### src/rtl/fp_pool_pkg.sv
// -----------------------------------------------------------------------------
// fp_pool_pkg
// Shared helpers for the small sign/exponent/mantissa float format used in the
// CNN datapath (fp_relu, fp_maxpool2x2, fp_max users).
//   fp_width   : word width for a given EXP/MANT split (1 sign bit + EXP + MANT)
//   fp_bias    : exponent bias for a given EXP width
//   fp_max_val : sign-magnitude max of two words; ties (including +0 vs -0)
//                return the first operand
// The format has no denormals, NaN or infinity, so the ordering is a plain
// sign-magnitude compare on the packed word.
// -----------------------------------------------------------------------------
package fp_pool_pkg;

   // Widest word fp_max_val can handle; narrower words are zero-extended.
   localparam int FP_MAX_W = 32;

   localparam int DEFAULT_EXP  = 4;
   localparam int DEFAULT_MANT = 4;

   function automatic int fp_width(input int exp_w, input int mant_w);
      return 1 + exp_w + mant_w;
   endfunction

   function automatic int fp_bias(input int exp_w);
      return (1 << (exp_w - 1)) - 1;
   endfunction

   // Bias of the default format: 1.0 encodes as exponent field == BIAS.
   localparam int BIAS = fp_bias(DEFAULT_EXP);

   // a and b hold a w-bit word in their low bits; the sign is bit w-1.
   function automatic logic [FP_MAX_W-1:0] fp_max_val(
      input logic [FP_MAX_W-1:0] a,
      input logic [FP_MAX_W-1:0] b,
      input int                  w
   );
      logic [FP_MAX_W-1:0] mask;
      logic [FP_MAX_W-1:0] mag_a;
      logic [FP_MAX_W-1:0] mag_b;
      logic                sgn_a;
      logic                sgn_b;
      logic                b_wins;
      mask   = {FP_MAX_W{1'b1}} >> (FP_MAX_W - w + 1);
      mag_a  = a & mask;
      mag_b  = b & mask;
      sgn_a  = a[w-1];
      sgn_b  = b[w-1];
      b_wins = 1'b0;
      if ((mag_a == '0) && (mag_b == '0)) begin
         // +0 and -0 compare equal: keep the first operand.
         b_wins = 1'b0;
      end else if (sgn_a != sgn_b) begin
         // Mixed signs: the positive operand wins.
         b_wins = sgn_a;
      end else if (!sgn_a) begin
         b_wins = (mag_b > mag_a);
      end else begin
         // Both negative: smaller magnitude is the larger value.
         b_wins = (mag_b < mag_a);
      end
      return b_wins ? b : a;
   endfunction

endpackage

### src/rtl/fp_max_comb.sv
// -----------------------------------------------------------------------------
// fp_max_comb
// Combinational max of two floats in the sign/EXP/MANT format.
// Ports:
//   a  in  WIDTH  first operand (returned on ties)
//   b  in  WIDTH  second operand
//   y  out WIDTH  max(a, b)
// -----------------------------------------------------------------------------
module fp_max_comb
   import fp_pool_pkg::*;
#(
   parameter int EXP  = 4,
   parameter int MANT = 4
) (
   input  logic [fp_width(EXP, MANT)-1:0] a,
   input  logic [fp_width(EXP, MANT)-1:0] b,
   output logic [fp_width(EXP, MANT)-1:0] y
);

   localparam int W = fp_width(EXP, MANT);

   logic [FP_MAX_W-1:0] a_ext;
   logic [FP_MAX_W-1:0] b_ext;

   assign a_ext = FP_MAX_W'(a);
   assign b_ext = FP_MAX_W'(b);
   assign y     = W'(fp_max_val(a_ext, b_ext, W));

endmodule

### src/rtl/fp_maxpool2x2.sv
// -----------------------------------------------------------------------------
// fp_maxpool2x2
// Streaming 2x2 / stride-2 max-pool over one feature-map channel delivered in
// row-major order, one pixel per data_valid, no backpressure.
// Ports:
//   clock         in   1      rising-edge clock
//   clock_sreset  in   1      synchronous reset, active-low
//   data_valid    in   1      dataa holds the next pixel this cycle
//   dataa         in   WIDTH  input pixel
//   result_valid  out  1      result holds a pooled value this cycle
//   result        out  WIDTH  max of the 2x2 window (holds when not valid)
//   frame_done    out  1      pulse with the last result of a frame
// Even-column pixels are parked in hold_q; on the odd column the horizontal
// pair max is either stored in the line buffer (even row) or combined with
// the stored value of the row above to form the window result (odd row).
// -----------------------------------------------------------------------------
module fp_maxpool2x2
   import fp_pool_pkg::*;
#(
   parameter int EXP   = 4,
   parameter int MANT  = 4,
   parameter int WIDTH = fp_width(EXP, MANT),
   parameter int IMG_W = 8,
   parameter int IMG_H = 8
) (
   input  logic             clock,
   input  logic             clock_sreset,
   input  logic             data_valid,
   input  logic [WIDTH-1:0] dataa,
   output logic             result_valid,
   output logic [WIDTH-1:0] result,
   output logic             frame_done
);

   localparam int COL_W = (IMG_W > 1) ? $clog2(IMG_W) : 1;
   localparam int ROW_W = (IMG_H > 1) ? $clog2(IMG_H) : 1;
   localparam int LB_N  = IMG_W / 2;
   localparam int LB_W  = (LB_N > 1) ? $clog2(LB_N) : 1;

   logic [COL_W-1:0] col_q, col_d;
   logic [ROW_W-1:0] row_q, row_d;
   logic [WIDTH-1:0] hold_q, hold_d;
   logic [WIDTH-1:0] result_q, result_d;
   logic             result_valid_q, result_valid_d;
   logic             frame_done_q, frame_done_d;

   // Line buffer: one pair max per column pair of the previous even row.
   // Not reset; every entry is written on an even row before it is read.
   logic [WIDTH-1:0] lbuf_q [LB_N];
   logic             lbuf_we;
   logic [WIDTH-1:0] lbuf_wdata;
   logic [LB_W-1:0]  lb_idx;

   logic [WIDTH-1:0] pair_max;
   logic [WIDTH-1:0] win_max;
   logic             col_last;
   logic             row_last;

   assign lb_idx   = LB_W'(col_q >> 1);
   assign col_last = (col_q == COL_W'(IMG_W - 1));
   assign row_last = (row_q == ROW_W'(IMG_H - 1));

   // Held (earlier) pixel is operand a so it wins ties.
   fp_max_comb #(.EXP(EXP), .MANT(MANT)) u_pair_max (
      .a (hold_q),
      .b (dataa),
      .y (pair_max)
   );

   // Line-buffer value is operand a so the upper row wins ties.
   fp_max_comb #(.EXP(EXP), .MANT(MANT)) u_win_max (
      .a (lbuf_q[lb_idx]),
      .b (pair_max),
      .y (win_max)
   );

   always_comb begin
      col_d          = col_q;
      row_d          = row_q;
      hold_d         = hold_q;
      result_d       = result_q;
      result_valid_d = 1'b0;
      frame_done_d   = 1'b0;
      lbuf_we        = 1'b0;
      lbuf_wdata     = pair_max;
      if (data_valid) begin
         if (col_last) begin
            col_d = '0;
            row_d = row_last ? '0 : row_q + ROW_W'(1);
         end else begin
            col_d = col_q + COL_W'(1);
         end
         if (!col_q[0]) begin
            hold_d = dataa;
         end else if (!row_q[0]) begin
            lbuf_we = 1'b1;
         end else begin
            result_d       = win_max;
            result_valid_d = 1'b1;
            frame_done_d   = row_last && col_last;
         end
      end
   end

   always_ff @(posedge clock) begin
      if (!clock_sreset) begin
         col_q          <= '0;
         row_q          <= '0;
         result_q       <= '0;
         result_valid_q <= 1'b0;
         frame_done_q   <= 1'b0;
      end else begin
         col_q          <= col_d;
         row_q          <= row_d;
         result_q       <= result_d;
         result_valid_q <= result_valid_d;
         frame_done_q   <= frame_done_d;
      end
   end

   // Datapath storage without reset: contents are don't-care after reset.
   always_ff @(posedge clock) begin
      hold_q <= hold_d;
      if (lbuf_we) begin
         lbuf_q[lb_idx] <= lbuf_wdata;
      end
   end

   assign result_valid = result_valid_q;
   assign result       = result_q;
   assign frame_done   = frame_done_q;

endmodule

### config.mk
export PLATFORM = sky130hd
export DESIGN_NAME = fp_maxpool2x2
export DESIGN_NICKNAME = d
export VERILOG_FILES = /design/src/rtl/fp_pool_pkg.sv /design/src/rtl/fp_max_comb.sv /design/src/rtl/fp_maxpool2x2.sv
export SDC_FILE = /design/constraint.sdc
export NUM_CORES = 1
export LEC_CHECK = 0
export ABC_AREA = 1
export CAP_MARGIN = 20
export CORE_MARGIN = 3
export CORE_UTILIZATION = 25
export CTS_BUF_LIST = sky130_fd_sc_hd__clkbuf_4 sky130_fd_sc_hd__clkbuf_8
export DETAILED_ROUTE_END_ITERATION = 12
export PLACE_DENSITY_LB_ADDON = 0.3
export SLEW_MARGIN = 25
export SYNTH_ARGS = -nofsm -noshare
export SYNTH_HDL_FRONTEND = slang
export SYNTH_SLANG_ARGS = --single-unit
### constraint.sdc
create_clock -name clock -period 7.4 [get_ports clock]
set_input_delay 0.74 -clock clock [delete_from_list [all_inputs] [get_ports clock]]
set_output_delay 0.74 -clock clock [all_outputs]
set_load 0.05 [all_outputs]
* After elaboration in Yosys (flattened, before gate mapping)
Memories as Yosys holds them, arrays and structs flattened. A register that Yosys moved wholly into a read port is not among the register bits.
Cells that the tools add are included.
** Storage, ports and cells
- Register bits after elaboration :: 26
- Memory bits (writable) :: 36
- Input bits :: 12
- Word-level logic and storage cells :: 48
- Memories kept :: 1
** Cells by class
- Add/subtract/negate cells :: 2
- Magnitude comparators :: 4
- Eq/ne operators :: 4
- Mux-type cells :: 18
- Bitwise gates (word level) :: 1
- Reductions and logical operators :: 12
** Memories
- lbuf_q :: depth 4, width 9, rd ports 1, clocked after Yosys merged registers in 1, wr ports 1, RTL line fp_maxpool2x2.sv:49 : logic [WIDTH-1:0] lbuf_q [LB_N];
** Operators by type and width (number)
- logical NOT 32 bit :: 4
- two-way mux 9 bit :: 2
- > comparator 8 bit :: 2
- < comparator 8 bit :: 2
- two-way mux 1 bit :: 12
- adder 3 x 1 -> 3 bit, second input constant :: 2
- == test 3 bit, second input constant :: 2
- two-way mux 3 bit :: 2
- AND reduction 3 bit :: 2
- two-way mux 2 bit :: 2
- AND reduction 2 bit :: 2
- AND reduction 4 bit :: 1
- logical AND 1 bit :: 3
- != test 1 bit :: 2
- NOT 1 bit :: 1

* Depth between registers and ports, before layout
- Word-level depth :: 10
- Gate-level depth with buffers :: 31

* Hierarchy
Synthesis repeated with hierarchy kept, for this count alone.
** Second synthesis, totals
- Cells, all modules :: 401
- Area total of the unflattened synthesis :: 3375.7 um2
** By module, submodules not included
- fp_maxpool2x2 :: times used 1, cells an instance 245, area an instance 2544.9 um2, seq. area each 1731.7 um2
- fp_max_comb :: times used 2, cells an instance 78, area an instance 415.4 um2, seq. area each 0.0 um2

* Worst setup path before layout
OpenSTA, ideal clock, no wires.
- Path kind :: input -> register
- From :: input port dataa[7]
- To :: register result_q[6] (netlist: result[6])
- Library setup time :: 0.071 ns
- Arrival time :: 3.335 ns
- Setup slack :: 3.994 ns
- Cell stages on the path :: 26
- Buffers on the path :: 1
- Cell sequence :: ha_1 a21o_1 nor2_2 nand2_2 nand2_2 nand2_4 nand2_4 buf_6 nand2_1 o21ai_1 inv_1 ha_1 inv_1 nor2_1 o21ai_0 nand2_1 nand2_1 o211ai_1 inv_1 o21ai_0 o21ai_0 inv_2 nand2_4 nand2_1 nand3_1 a21oi_1
** Between the ends
- Longest elaborated chain between the ends :: 10
- Elaborated cells on any way between the ends :: 17
- Classes of those cells :: order compare: 4; eq/ne: 1; mux: 8; reduce/logical: 4
** Ends and longest elaborated chain
- start, declared :: RTL line fp_maxpool2x2.sv:29 : input logic [WIDTH-1:0] dataa,
- > comparator 8 bit or < comparator 8 bit (tied branches) :: RTL line fp_pool_pkg.sv:56, fp_pool_pkg.sv:59
- two-way mux 1 bit :: RTL line fp_pool_pkg.sv:55 : end else if (!sgn_a) begin
- two-way mux 1 bit :: RTL line fp_pool_pkg.sv:52 : end else if (sgn_a != sgn_b) begin
- two-way mux 1 bit (*) :: RTL line fp_pool_pkg.sv:49 : if ((mag_a == '0) && (mag_b == '0)) begin
- two-way mux 9 bit (*) :: RTL line fp_pool_pkg.sv:61 : return b_wins ? b : a;
- named net lbuf_wdata[1] :: RTL line fp_maxpool2x2.sv:51 : logic [WIDTH-1:0] lbuf_wdata;
- > comparator 8 bit or < comparator 8 bit (tied branches) :: RTL line fp_pool_pkg.sv:56, fp_pool_pkg.sv:59
- two-way mux 1 bit :: RTL line fp_pool_pkg.sv:55
- two-way mux 1 bit :: RTL line fp_pool_pkg.sv:52
- two-way mux 1 bit (*) :: RTL line fp_pool_pkg.sv:49
- two-way mux 9 bit (*) :: RTL line fp_pool_pkg.sv:61
- end signal, assigned :: RTL line fp_maxpool2x2.sv:115 : result_q <= result_d;
- end, declared :: RTL line fp_maxpool2x2.sv:43 : logic [WIDTH-1:0] result_q, result_d;
Mark *: on every way through the listed nets, which the timed path passes. The rest lies on a longest branch.
A chain may end at the register's enable or synchronous reset.

* Worst setup path after layout
- From :: input port dataa[7]
- To :: register result_q[5] (netlist: result[5])
The elaborated chain is that of the path after synthesis.

==> results_dict.tcl <==
set metrics [dict create \
    run_status "completed" \
    cp-end-kind "flop" \
    cp_data_required_time_ns 7.66 \
    total_power_uw 809 \
    detail_routed_net_length_per_standard_cell_um 12.8 \
    drc_errors 0 \
    ys_seq_elements 64 \
    fin_nets 385 \
    cts_inserted_buffers 9 \
    ys.warnings.count 0 \
    dieHeight_um 118 \
    drt_iter0_drc 76 \
    layout.cells.most_common_list "sky130_fd_sc_hd__nand2_1 (72), sky130_fd_sc_hd__edfxtp_1 (45), sky130_fd_sc_hd__inv_1 (32)" \
    min-delay-path-class "flop to flop" \
    port_buffers 22 \
    yosys.cell_types.count 30 \
    design.die.area_um2 14000 \
    cts.repair.resized 0 \
    worst_skew_pair.late_latency_ns 0.33 \
    post_synth_inst_count 326 \
    timing.final.crit_share 0.546 \
    synth.area.top_cells "sky130_fd_sc_hd__edfxtp_1 (43%), sky130_fd_sc_hd__dfxtp_1 (12%), sky130_fd_sc_hd__nand2_1 (8.5%)" \
    max-slew-margin-rel 0.400 \
    postCtsHoldBufs 0 \
    cts.root.buffer_cell "sky130_fd_sc_hd__clkbuf_8" \
    max-vdd-ir-drop_v 0.0000900 \
    fin_crit_ns 4.04 \
    viasPerCell 4.37 \
    hpwl_mm 4.91 \
    report.final.hold_viol_count 0 \
    grt_max_degree 20 \
    std_cell_rows 40 \
    gp_congestion 0.847 \
    fin_setup_tns_ns 0 \
    die_x_um 118 \
    powerDensity_nw_per_um2 216 \
    fillers 1333 \
    num_vias 2298 \
    grt_pass1_vias 2278 \
    grt_pass1_wl_mm 11.1 \
    antenna_found_initial 0 \
    cts.repair_timing.setup_buffer_count 0 \
    maxCapViolations 0 \
    postRouteAntennaNets 0 \
    final-max-slew-violation-count 0 \
    worstPathArrival_ns 4.30 \
    placeableCoreArea_um2 12200 \
    cts.path.max_buffers 2 \
    synth.cell_area_um2 3160 \
    all_layer_gr_usage 0.0983 \
    number_of_levels_in_the_clock_h_tree 3 \
    clock_tree_from_tritoncts "done" \
    global_route.overflow_total 0 \
    worst-path-max-fanout 12 \
    antenna_cells 0 \
    mostFrequentLayoutCell "sky130_fd_sc_hd__nand2_1" \
    layout-drive-gt1-share 0.128 \
    clkTransAtPathRegs_ns 0.06 \
    drt_first_pass_iters 4 \
    netlist.area_leader.share 0.427 \
    synth_seq_area_share 0.548 \
    fmax_mhz 247 \
    floorplan.initialDensity 0.259 \
    power.static_leakage_uw 0.00146 \
    tightest_slew_ns 0.895 \
    syn2layout_area_growth_pct 18.5 \
    rsz0062_at_grt "false" \
    cts_num_sinks 64 \
    clock_skew_ns 0.00526 \
    synthesis.area_per_instance_um2 9.70 \
    ioPinCount 23 \
    route.final.wire_length_mm 6.76 \
    finalSetupViolations 0 \
    yosysTopAreaCell "sky130_fd_sc_hd__edfxtp_1" \
    mappedNetlistNets 358 \
    worst-setup-path-type "input port to flop" \
    start_kind "input port" \
]
[final timing paths]
kind,from,to,slack (ns),cells after the start
max reg2reg,hold_q[7],result[5],3.89,24
min,result[0],result[0],0.47,2
max,dataa[7],result[5],3.36,24
min reg2reg,result[0],result[0],0.47,2
[cell families after synthesis]
logic type / share of synthesized area
and+or+nand+nor: 0.199
AOI/OAI and AO/OA: 0.114
DFF: 0.548
adders and majority gates: 0.0791
buffers and inverters: 0.0609
[registers in the layout (all words and copies together) (netlist names), named ones only]
name and flops:
hold_q 9, row_q 3, result 9, frame_done 1, col_q 3, lbuf_q 36, result_valid 1
[metal layers]
metal,global-route usage,vias up,part of all wire
li1,-,1173,-
met1,0.132,1083,0.51
met2,0.154,31,0.45
met4,0.0391,0,0.019
met5,0,-,0
met3,0.0206,11,0.028
[stage by stage]
step                hold slack, ns  worst slack, ns  area (µm²)  std cells  utilization
global route                 0.501             2.98        3750        526        0.307
global placement             0.460             3.05        3580        510        0.293
floorplan                    0.458             3.99        3160        326            -
finish                       0.475             3.36        3750        526        0.307
detailed placement           0.459             2.96        3580        510        0.293
CTS                          0.476             3.33        3750        526        0.307
[area by class of cell]
type | count | area, µm² | area share
Clock inverter | 4 | 22.5 | 0.00601
Clock buffer | 12 | 146 | 0.0391
Timing Repair Buffer | 22 | 220 | 0.0588
Multi-Input combinational cell | 214 | 1260 | 0.336
Tap cell | 168 | 210 | 0.0561
Sequential cell | 64 | 1730 | 0.462
Inverter | 42 | 158 | 0.0421
[critical path, cell delays in order]
cell	delay, ns
sky130_fd_sc_hd__clkdlybuf4s50_1	0.48
sky130_fd_sc_hd__ha_1	0.35
sky130_fd_sc_hd__a21o_1	0.19
sky130_fd_sc_hd__nor2_2	0.11
sky130_fd_sc_hd__nand2_2	0.09
sky130_fd_sc_hd__a21oi_4	0.24
sky130_fd_sc_hd__nand2_4	0.15
sky130_fd_sc_hd__o21ai_1	0.27
sky130_fd_sc_hd__inv_1	0.14
sky130_fd_sc_hd__ha_1	0.32
sky130_fd_sc_hd__inv_1	0.04
sky130_fd_sc_hd__nor2_1	0.07
sky130_fd_sc_hd__o21ai_0	0.07
sky130_fd_sc_hd__nand2_1	0.06
sky130_fd_sc_hd__nand2_1	0.05
sky130_fd_sc_hd__o211ai_1	0.07
sky130_fd_sc_hd__inv_1	0.06
sky130_fd_sc_hd__o21ai_0	0.12
sky130_fd_sc_hd__o21ai_0	0.12
sky130_fd_sc_hd__inv_2	0.16
sky130_fd_sc_hd__nand2_4	0.10
sky130_fd_sc_hd__nand2_1	0.07
sky130_fd_sc_hd__nand3_1	0.08
sky130_fd_sc_hd__a21oi_1	0.16
[synthesized netlist by cell type (all sizes together)]
| cell type | number |
|---|---|
| dfxtp | 19 |
| nand4 | 6 |
| inv | 40 |
| edfxtp | 45 |
| o21ai | 17 |
| buf | 5 |
| nand2 | 80 |
| nor2 | 24 |
| o211ai | 1 |
| nand3b | 1 |
| nor3 | 6 |
| a211oi | 1 |
| a21o | 1 |
| o22a | 2 |
| a32o | 7 |
| ha | 20 |
| a21oi | 26 |
| clkinv | 2 |
| nand3 | 22 |
| clkbuf | 1 |
[power breakdown]
group	switching [µW]	total [µW]	internal (µW)
clock network	130	262	131
registers	6.82	406	399
logic	94.1	142	47.5
(Power assumes the default switching activity.)
